$ cat src/rtl/string_matching_pkg.sv
// Shared definitions for the string-matching front end.
package string_matching_pkg;

  localparam int unsigned BYTE_W = 8;

  typedef enum logic [1:0] {
    STATE_IDLE     = 2'd0,
    STATE_NEEDLE   = 2'd1,
    STATE_HEYSTACK = 2'd2
  } state_t;

endpackage

$ cat src/rtl/round_robin_picker.sv
// Combinational round-robin picker: the first set request searching upward
// from i_ptr+1, wrapping around.
module round_robin_picker #(
  parameter int unsigned NUM_REQUESTERS = 4
) (
  input  logic [NUM_REQUESTERS-1:0]         i_req,
  input  logic [$clog2(NUM_REQUESTERS)-1:0] i_ptr,
  output logic [$clog2(NUM_REQUESTERS)-1:0] o_winner,
  output logic                              o_any
);

  localparam int unsigned IW = $clog2(NUM_REQUESTERS);

  logic [IW-1:0] w_idx;
  logic          w_found;

  assign o_any = |i_req;

  // Scan all positions after the pointer; the first hit wins.
  always_comb begin
    o_winner = '0;
    w_found  = 1'b0;
    w_idx    = '0;
    for (int unsigned k = 1; k <= NUM_REQUESTERS; k++) begin
      w_idx = IW'((32'(i_ptr) + k) % NUM_REQUESTERS);
      if (!w_found && i_req[w_idx]) begin
        o_winner = w_idx;
        w_found  = 1'b1;
      end
    end
  end

endmodule

$ cat src/rtl/match_job_arbiter.sv
// Job-level round-robin arbiter sharing one needle/heystack parser between
// several byte-stream requesters. The grant is held from arbitration until
// the heystack-last byte transfers; the datapath is a pure mux.
module match_job_arbiter
  import string_matching_pkg::*;
#(
  parameter int unsigned NUM_REQUESTERS = 4,
  parameter int unsigned STRING_SIZE    = 5
) (
  input  logic                               clock,
  input  logic                               reset_n,
  input  logic [NUM_REQUESTERS*BYTE_W-1:0]   req_data,
  input  logic [NUM_REQUESTERS-1:0]          req_valid,
  input  logic [NUM_REQUESTERS-1:0]          req_last,
  output logic [NUM_REQUESTERS-1:0]          req_ready,
  output logic [BYTE_W-1:0]                  out_data,
  output logic                               out_valid,
  output logic                               out_last,
  input  logic                               out_ready,
  output logic [$clog2(NUM_REQUESTERS)-1:0]  grant_id,
  output logic                               busy,
  output logic                               job_done,
  output logic [$clog2(NUM_REQUESTERS)-1:0]  job_done_id,
  output logic                               protocol_error
);

  localparam int unsigned IW = $clog2(NUM_REQUESTERS);
  localparam int unsigned CW = $clog2(STRING_SIZE + 1);
  localparam logic [CW-1:0] LAST_NEEDLE = CW'(STRING_SIZE - 1);

  state_t        r_state, w_state_nxt;
  logic [IW-1:0] r_grant, w_grant_nxt;
  logic [IW-1:0] r_rr_ptr, w_rr_nxt;
  logic [CW-1:0] r_needle_cnt, w_cnt_nxt;
  logic          r_job_done, w_job_done_nxt;
  logic [IW-1:0] r_job_done_id, w_done_id_nxt;
  logic          r_perr, w_perr_nxt;

  logic [IW-1:0]     w_winner;
  logic              w_any;
  logic [BYTE_W-1:0] w_sel_data;
  logic              w_sel_valid;
  logic              w_sel_last;
  logic              w_busy;
  logic              w_xfer;

  round_robin_picker #(
    .NUM_REQUESTERS(NUM_REQUESTERS)
  ) u_picker (
    .i_req    (req_valid),
    .i_ptr    (r_rr_ptr),
    .o_winner (w_winner),
    .o_any    (w_any)
  );

  // Select the granted requester's lane.
  always_comb begin
    w_sel_data  = '0;
    w_sel_valid = 1'b0;
    w_sel_last  = 1'b0;
    for (int unsigned i = 0; i < NUM_REQUESTERS; i++) begin
      if (r_grant == IW'(i)) begin
        w_sel_data  = req_data[i*BYTE_W +: BYTE_W];
        w_sel_valid = req_valid[i];
        w_sel_last  = req_last[i];
      end
    end
  end

  // Outputs: gated to zero while idle; out_last only meaningful in heystack.
  always_comb begin
    w_busy    = (r_state != STATE_IDLE);
    out_data  = w_busy ? w_sel_data : '0;
    out_valid = w_busy & w_sel_valid;
    out_last  = (r_state == STATE_HEYSTACK) & w_sel_last;
    req_ready = '0;
    for (int unsigned i = 0; i < NUM_REQUESTERS; i++) begin
      req_ready[i] = out_ready & w_busy & (r_grant == IW'(i));
    end
  end

  assign w_xfer         = out_valid & out_ready;
  assign busy           = w_busy;
  assign grant_id       = r_grant;
  assign job_done       = r_job_done;
  assign job_done_id    = r_job_done_id;
  assign protocol_error = r_perr;

  // Next-state: arbitrate in IDLE, count needle bytes, finish on heystack last.
  always_comb begin
    w_state_nxt    = r_state;
    w_grant_nxt    = r_grant;
    w_rr_nxt       = r_rr_ptr;
    w_cnt_nxt      = r_needle_cnt;
    w_job_done_nxt = 1'b0;
    w_done_id_nxt  = r_job_done_id;
    w_perr_nxt     = r_perr;
    unique case (r_state)
      STATE_IDLE: begin
        if (w_any) begin
          w_grant_nxt = w_winner;
          w_rr_nxt    = w_winner;
          w_state_nxt = STATE_NEEDLE;
        end
      end
      STATE_NEEDLE: begin
        if (w_xfer) begin
          if (w_sel_last) w_perr_nxt = 1'b1;
          if (r_needle_cnt == LAST_NEEDLE) begin
            w_cnt_nxt   = '0;
            w_state_nxt = STATE_HEYSTACK;
          end else begin
            w_cnt_nxt = r_needle_cnt + 1'b1;
          end
        end
      end
      STATE_HEYSTACK: begin
        if (w_xfer && out_last) begin
          w_state_nxt    = STATE_IDLE;
          w_job_done_nxt = 1'b1;
          w_done_id_nxt  = r_grant;
        end
      end
      default: w_state_nxt = STATE_IDLE;
    endcase
  end

  // State and bookkeeping registers.
  always_ff @(posedge clock or negedge reset_n) begin
    if (!reset_n) begin
      r_state       <= STATE_IDLE;
      r_grant       <= '0;
      r_rr_ptr      <= IW'(NUM_REQUESTERS - 1);
      r_needle_cnt  <= '0;
      r_job_done    <= 1'b0;
      r_job_done_id <= '0;
      r_perr        <= 1'b0;
    end else begin
      r_state       <= w_state_nxt;
      r_grant       <= w_grant_nxt;
      r_rr_ptr      <= w_rr_nxt;
      r_needle_cnt  <= w_cnt_nxt;
      r_job_done    <= w_job_done_nxt;
      r_job_done_id <= w_done_id_nxt;
      r_perr        <= w_perr_nxt;
    end
  end

endmodule

$ cat config.mk
export PLATFORM = sky130hd
export DESIGN_NAME = match_job_arbiter
export DESIGN_NICKNAME = d
export VERILOG_FILES = /design/src/rtl/string_matching_pkg.sv /design/src/rtl/round_robin_picker.sv /design/src/rtl/match_job_arbiter.sv
export SDC_FILE = /design/constraint.sdc
export NUM_CORES = 1
export LEC_CHECK = 0
export ABC_AREA = 1
export BUFFER_PORTS_ARGS = -buffer_cell sky130_fd_sc_hd__buf_2
export CAP_MARGIN = 20
export CORE_UTILIZATION = 40
export CTS_CLUSTER_SIZE = 24
export DETAILED_ROUTE_END_ITERATION = 6
export PLACE_DENSITY = 0.72
export REMOVE_ABC_BUFFERS = 1
export SYNTH_ARGS = -nofsm -noshare
export SYNTH_HDL_FRONTEND = slang
export SYNTH_SLANG_ARGS = --single-unit
$ cat constraint.sdc
create_clock -name clock -period 1.96 [get_ports clock]
set_input_delay 0.098 -clock clock [delete_from_list [all_inputs] [get_ports clock]]
set_output_delay 0.098 -clock clock [all_outputs]
set_load 0.02 [all_outputs]
Word level (Yosys, flattened, before mapping)
Index checks and enable logic that the tools add are counted.
{ "op_classes": {"mux": 36, "addsub": 5, "order_cmp": 4, "n_bitwise": 8, "eq_ne": 10, "n_reduce_logical": 16} }
{ "ops": {"columns": ["operator", "count"], "rows": [
  ["8-bit two-way mux", 5],
  ["1-bit two-way mux", 17],
  ["2-bit two-way mux", 8],
  ["2-bit by 3-bit less-than comparator with 1-bit output, second input constant", 4],
  ["1-bit AND", 8],
  ["1-bit binary-select mux with 2-bit select", 4],
  ["2-bit equality test, second input constant", 3],
  ["2-bit one-hot mux with 3 select lines", 1],
  ["2-bit AND reduction", 3],
  ["2-bit by 1-bit adder with 2-bit output, second input constant", 2],
  ["2-bit adder, second input constant", 2],
  ["2-bit by 1-bit equality test with 1-bit output, second input constant", 2],
  ["1-bit logical AND", 4],
  ["2-bit logical NOT", 2],
  ["2-bit by 1-bit != test with 1-bit output, second input constant", 2],
  ["2-bit != test, second input constant", 2],
  ["4-bit AND reduction", 1],
  ["4-bit OR reduction", 1],
  ["3-bit by 1-bit adder with 3-bit output, second input constant", 1],
  ["3-bit equality test, second input constant", 1],
  ["1-bit logical NOT", 3],
  ["3-bit two-way mux", 1],
  ["3-bit AND reduction", 1],
  ["2-bit nonzero test", 1]
]} }
{ "totals": {"register_bits": 13, "out_inout_bits": 21} }

Logic depth before layout (Yosys ltp)
{ "depth": {"ltp_word": 13, "depth_mapped": 11, "ltp_nobuf": 11} }

By module
From an unflattened synthesis, not the netlist that was laid out.
{ "hier_totals": {"hier_cells": 196, "area_unflattened_um2": 1312.5} }
{ "modules_own_cells": {"columns": ["mod", "cells_per_inst", "area_each_um2", "instances"], "rows": [
  ["match_job_arbiter", 146, 1011.0, 1],
  ["round_robin_picker", 50, 301.5, 1]
]} }

Worst setup path before layout
Ideal clock, no wire load.
{ "synth_timing": {"path_type": "reg2out", "startpoint": "register r_grant[1] (netlist: grant_id[1])", "endpoint": "output port out_data[5]", "required_ns": 1.862, "path_slack_ns": 0.393, "path_buffers": 2, "arrival_ns": 1.469, "stages_incl_launch_ff": 6, "path_cell_list": "dfrtp_1 buf_4 nand2_2 clkbuf_1 o21ai_0 nor2_1"} }
{ "synth_via": {"elab_chain_len": 6, "elab_cells_between_ends": 9, "classes_between": "3 x eq/ne; 5 x mux; 1 x reduce/logical"} }
{ "synth_lines": {"columns": ["element", "line", "source"], "rows": [
  ["start: declaration", "match_job_arbiter.sv:32", "logic [IW-1:0] r_grant, w_grant_nxt;"],
  ["start signal: assignment", "match_job_arbiter.sv:140", "r_grant <= w_grant_nxt;"],
  ["2-bit logical NOT", "match_job_arbiter.sv:62", "if (r_grant == IW'(i)) begin"],
  ["8-bit two-way mux (3 in a row)", "match_job_arbiter.sv:62", null],
  ["8-bit two-way mux (*)", "match_job_arbiter.sv:62", null],
  ["8-bit two-way mux (*)", "match_job_arbiter.sv:73", "out_data = w_busy ? w_sel_data : '0;"],
  ["end: declaration", "match_job_arbiter.sv:16", "output logic [BYTE_W-1:0] out_data,"]
]} }
Every way passes the cells marked *; elsewhere a longest branch is shown, timed or not.

Worst setup path after layout
{ "layout_timing": {"startpoint": "register r_grant[0] (netlist: grant_id[0])", "endpoint": "output port out_last"} }
{ "layout_via": {"elab_chain_len": 6, "elab_cells_between_ends": 9, "classes_between": "3 x eq/ne; 4 x mux; 1 x bitwise; 1 x reduce/logical"} }
{ "layout_lines": {"columns": ["element", "line", "source"], "rows": [
  ["2-bit logical NOT", "match_job_arbiter.sv:62", null],
  ["1-bit two-way mux (3 in a row)", "match_job_arbiter.sv:62", null],
  ["1-bit two-way mux (*)", "match_job_arbiter.sv:62", null],
  ["1-bit AND (*)", "match_job_arbiter.sv:75", "out_last = (r_state == STATE_HEYSTACK) & w_sel_last;"],
  ["end: declaration", "match_job_arbiter.sv:18", "output logic out_last,"]
]} }
Marked as above.

==> results_tabular.tex <==
\begin{tabular}{lr}
\hline
Metric & Value \\
\hline
\multicolumn{2}{l}{\textbf{Outcome}} \\
\quad Run status & complete, no violations \\
\multicolumn{2}{l}{\textbf{Pwr}} \\
\quad Switching Share & 57.1\% \\
\quad Static leakage & 0.000968 uW \\
\quad Cell-internal power & 1050 uW \\
\quad Combinational power share & 72.4\% \\
\quad Switching power & 1400 uW \\
\quad Power density cells & 1490 nW/um2 \\
\quad Clock power frac & 6.6\% \\
\quad IR drop worst, VDD & 0.526 mV \\
\quad Proportion of power drawn by flip-flops and latches & 21.0\% \\
\multicolumn{2}{l}{\textbf{Clock network}} \\
\quad CTS buffer count & 3 \\
\quad Clock latency on the worst-skew pair & 0.27 ns \\
\quad TritonCTS sink count & 13 \\
\quad Maximum buffer depth of the clock tree & 2 \\
\quad CTS H-tree lvls & 1 \\
\quad Post-CTS clock slew at the launch and capture registers of the worst setup and hold paths & 0.08 ns \\
\quad Root buffer selected by CTS & sky130\_fd\_sc\_hd\_\_clkbuf\_4 \\
\quad Clock tree from TritonCTS & built \\
\multicolumn{2}{l}{\textbf{Synthesis}} \\
\quad Most repeated cell in the gate-level netlist after synthesis & sky130\_fd\_sc\_hd\_\_nand2\_1 \\
\quad Number of standard cells after synthesis & 209 \\
\quad Most used flip-flop cell after synthesis & sky130\_fd\_sc\_hd\_\_dfrtp\_1 \\
\quad Post-synth EDFFs & 0 \\
\quad Synthesized cell area & 1270 um2 \\
\quad \#FFs+latches synth & 13 \\
\quad Proportion of synthesized chip area in sequential cells & 25.8\% \\
\quad Post-synth cell types & 31 \\
\quad Synth Area per Inst & 6.08 um2 \\
\quad Largest cells by area after synthesis & sky130\_fd\_sc\_hd\_\_nand2\_1 23\%, sky130\_fd\_sc\_hd\_\_dfrtp\_1 22\%, sky130\_fd\_sc\_hd\_\_inv\_1 5.9\%, sky130\_fd\_sc\_hd\_\_o21ai\_0 4.7\%, sky130\_fd\_sc\_hd\_\_nor2\_1 4.7\% \\
\quad Yosys top cell area share & 23.3\% \\
\quad Synth cell count leaders & 79 x sky130\_fd\_sc\_hd\_\_nand2\_1, 20 x sky130\_fd\_sc\_hd\_\_inv\_1, 16 x sky130\_fd\_sc\_hd\_\_nor2\_1 \\
\quad Largest area contributor in the netlist & sky130\_fd\_sc\_hd\_\_nand2\_1 \\
\quad Syn. warnings & 0 \\
\quad Fraction of synthesis flops using an asynchronous set or reset pin & 100\% \\
\multicolumn{2}{l}{\textbf{Layout}} \\
\quad Net count, final & 318 \\
\quad Area Overhead vs Synth & 30.0\% \\
\quad Proportion of layout cells with a drive suffix above 1 & 34.9\% \\
\quad Design area & 1650 um2 \\
\quad Final antenna diode count & 0 \\
\quad Share of the core filled with cells & 54.5\% \\
\multicolumn{2}{l}{\textbf{Setup path}} \\
\quad Crit path arrival time & 1.70 ns \\
\quad Startpoint of the most critical register-to-register path & r\_rr\_ptr[0] \\
\quad Launching element of the worst setup path & grant\_id[0] \\
\quad Worst path buffer plus inverter count & 2 \\
\quad Worst path top cell family by delay & flip-flops \\
\quad Worst-path cell with the longest stage delay & sky130\_fd\_sc\_hd\_\_dfrtp\_1 \\
\quad Peak per-stage delay on the critical path & 0.56 ns \\
\quad Start-to-end type of the worst setup path & reg -> out \\
\quad CP Launch Type & register \\
\quad Worst-case register-to-register setup slack & 0.38 ns \\
\quad Worst endpoint required time & 1.86 ns \\
\quad Biggest fanout along the worst timing path & 16 \\
\quad Cell breakdown of the critical path & nand2\_2 > inv\_2 > nand2\_1 > a21boi\_2 > buf\_2 \\
\quad Crit end category & output port \\
\multicolumn{2}{l}{\textbf{STA}} \\
\quad Total count of max-transition violations in the final report & 0 \\
\quad Setup ws final & 0.166 ns \\
\quad Count of endpoints failing hold in the final timing report & 0 \\
\quad RSZ-0062 raised after global routing & false \\
\quad Final-report setup violation count & 0 \\
\quad Slew @ Worst Pin & 0.355 ns \\
\quad Max-slew headroom at the worst pin & 76.4\% \\
\quad Crit path time final & 1.79 ns \\
\quad Fin Clk Skew & 0.00305 ns \\
\quad Sum of negative setup slack & 0 ns \\
\quad Share of the cycle needed by the critical path after routing & 91.5\% \\
\quad Maximum clock rate & 558 MHz \\
\multicolumn{2}{l}{\textbf{Floorplanning}} \\
\quad Die width & 58.3 um \\
\quad Initial cell density of the core & 41.9\% \\
\quad Die area & 3400 um2 \\
\quad Rows & 20 \\
\quad Die Span Y & 58.3 um \\
\quad CORE AREA & 3030 um2 \\
\quad Number of placed I/O pins & 64 \\
\multicolumn{2}{l}{\textbf{Place}} \\
\quad Detailed placement HPWL & 2.65 mm \\
\quad Routability cong. & 0.820 \\
\quad Worst setup slack after placement & 0.374 ns \\
\quad Dpl cell area & 1610 um2 \\
\quad IO Port Bufs & 63 \\
\multicolumn{2}{l}{\textbf{Worst hold path}} \\
\quad Worst Hold Class & in -> reg \\
\quad Worst Hold Launch & req\_last[2] \\
\multicolumn{2}{l}{\textbf{Routing}} \\
\quad Vias per cell & 4.70 \\
\quad Post-detailed-route count of antenna-violating nets & 0 \\
\quad Routed wirelength normalized by instance count & 10.4 um \\
\quad Length of the first detailed-routing pass in iterations & 4 \\
\quad Number of vias in the routed layout & 1486 \\
\quad Detailed Route WL & 3.29 mm \\
\quad Initial DRC Count & 79 \\
\quad DRC violation count after routing & 0 \\
\multicolumn{2}{l}{\textbf{GRT}} \\
\quad Initial antenna violation count & 0 \\
\quad Largest net degree at the start of global routing & 17 \\
\quad Global-route wire length before repair & 5.20 mm \\
\quad Total congestion overflow & 0 \\
\quad Via count of the first global-routing pass & 1266 \\
\quad Overall routing resource usage & 19.7\% \\
\multicolumn{2}{l}{\textbf{Job}} \\
\quad Max capacitance violation total & 0 \\
\hline
\end{tabular}
[per-stage QoR]
step           hold slack, ns  cells  total power, uW
2_1_floorplan          -0.198    204             1830
3_3_place_gp         -0.00453    311             2280
4_1_cts                 0.214    316             2470
6_report                0.213    316             2460
3_5_place_dp          0.00130    311             2300
5_1_grt                 0.220    316             2730
[cell families (layout without fill, tap and decap cells)]
logic type / count (synthesis) / count (layout) / synth area share (%)
fa+ha+maj: 2 / 2 / 1.97
buf+inv: 33 / 96 / 10.5
flops: 13 / 13 / 25.8
compound gates: 37 / 37 / 18.0
simple gates: 124 / 124 / 43.6
[placed cells by master, fill, tap and decap left out]
cell type                        n
sky130_fd_sc_hd__a21boi_1        1
sky130_fd_sc_hd__a21boi_2        1
sky130_fd_sc_hd__a21oi_1         8
sky130_fd_sc_hd__a21oi_4         1
sky130_fd_sc_hd__buf_2          63
sky130_fd_sc_hd__clkbuf_4        3
sky130_fd_sc_hd__clkinv_1        1
sky130_fd_sc_hd__clkinv_2        2
sky130_fd_sc_hd__dfrtp_1        10
sky130_fd_sc_hd__dfrtp_2         1
sky130_fd_sc_hd__dfstp_2         2
sky130_fd_sc_hd__dlygate4sd3_1   1
sky130_fd_sc_hd__ha_1            2
sky130_fd_sc_hd__inv_1          20
sky130_fd_sc_hd__inv_2           6
sky130_fd_sc_hd__nand2_1        79
sky130_fd_sc_hd__nand2_2         7
sky130_fd_sc_hd__nand2_4         4
sky130_fd_sc_hd__nand3_1        11
sky130_fd_sc_hd__nand4_1         1
sky130_fd_sc_hd__nor2_1         16
sky130_fd_sc_hd__nor2_4          2
sky130_fd_sc_hd__nor4_1          1
sky130_fd_sc_hd__o211ai_1        2
sky130_fd_sc_hd__o21a_1          1
sky130_fd_sc_hd__o21ai_0        12
sky130_fd_sc_hd__o21ai_1         6
sky130_fd_sc_hd__o21ai_2         2
sky130_fd_sc_hd__o221ai_1        2
sky130_fd_sc_hd__o22ai_1         1
sky130_fd_sc_hd__or2_1           2
sky130_fd_sc_hd__or2_2           1
[repair_timing]
| action | CTS | global route |
|---|---|---|
| hold buffers | 1 | 0 |
| hold endpoints to repair | 13 | 0 |
| setup endpoints to repair | 0 | 2 |
| buffers inserted | 0 | 0 |
| gates resized for setup | 0 | 1 |
[final timing paths]
check / depth (start not counted) / end
setup reg to reg: 10 / r_rr_ptr[1]
hold / removal: 5 / protocol_error
setup / recovery: 5 / out_last
min in group asynchronous: 2 / job_done
max in group asynchronous: 2 / r_rr_ptr[1]
hold reg to reg: 2 / protocol_error
[power by group through the flow]
| stage | logic, uW | clock network, uW | registers, uW |
|---|---|---|---|
| after floorplan | 1320 | 0 | 505 |
| after global placement | 1770 | 0 | 513 |
| after detailed placement | 1780 | 0 | 516 |
| after CTS | 1790 | 170 | 511 |
| after global routing | 2010 | 184 | 535 |
| final | 1780 | 163 | 515 |
[flip-flops by register name, indices dropped and copies added (netlist names)]
signal / cells
r_rr_ptr: 2
protocol_error: 1
job_done: 1
r_needle_cnt: 3
grant_id: 2
job_done_id: 2
r_state: 2
[routing by layer]
| layer | GRT usage [%] | routed length [um] | up-vias |
|---|---|---|---|
| met1 | 23.7 | 1490 | 645 |
| met5 | 0 | 0 | - |
| met3 | 3.52 | 224 | 2 |
| li1 | - | - | 787 |
| met2 | 35.1 | 1560 | 52 |
| met4 | 7.14 | 17 | 0 |
[layout make-up]
| class | count | area [um2] |
|---|---|---|
| flip-flops and latches | 13 | 329 |
| multi-input cells | 163 | 808 |
| fillers | 338 | 1380 |
| clock buffers | 3 | 22.5 |
| well taps | 44 | 55.1 |
| inverters | 28 | 106 |
| repair buffers | 64 | 325 |
| clock inverters | 1 | 5.00 |
[worst register-to-register path: stages, from the launching register on]
cell and delay (ns):
sky130_fd_sc_hd__dfstp_2 0.63, sky130_fd_sc_hd__inv_2 0.12, sky130_fd_sc_hd__nand2_1 0.07, sky130_fd_sc_hd__nand2_1 0.09
sky130_fd_sc_hd__nand2_1 0.11, sky130_fd_sc_hd__nand2_1 0.09, sky130_fd_sc_hd__nor2_1 0.13, sky130_fd_sc_hd__nand3_1 0.09
sky130_fd_sc_hd__nand2_1 0.07, sky130_fd_sc_hd__nand2_1 0.06, sky130_fd_sc_hd__nand2_1 0.07
(Power assumes the default switching activity.)
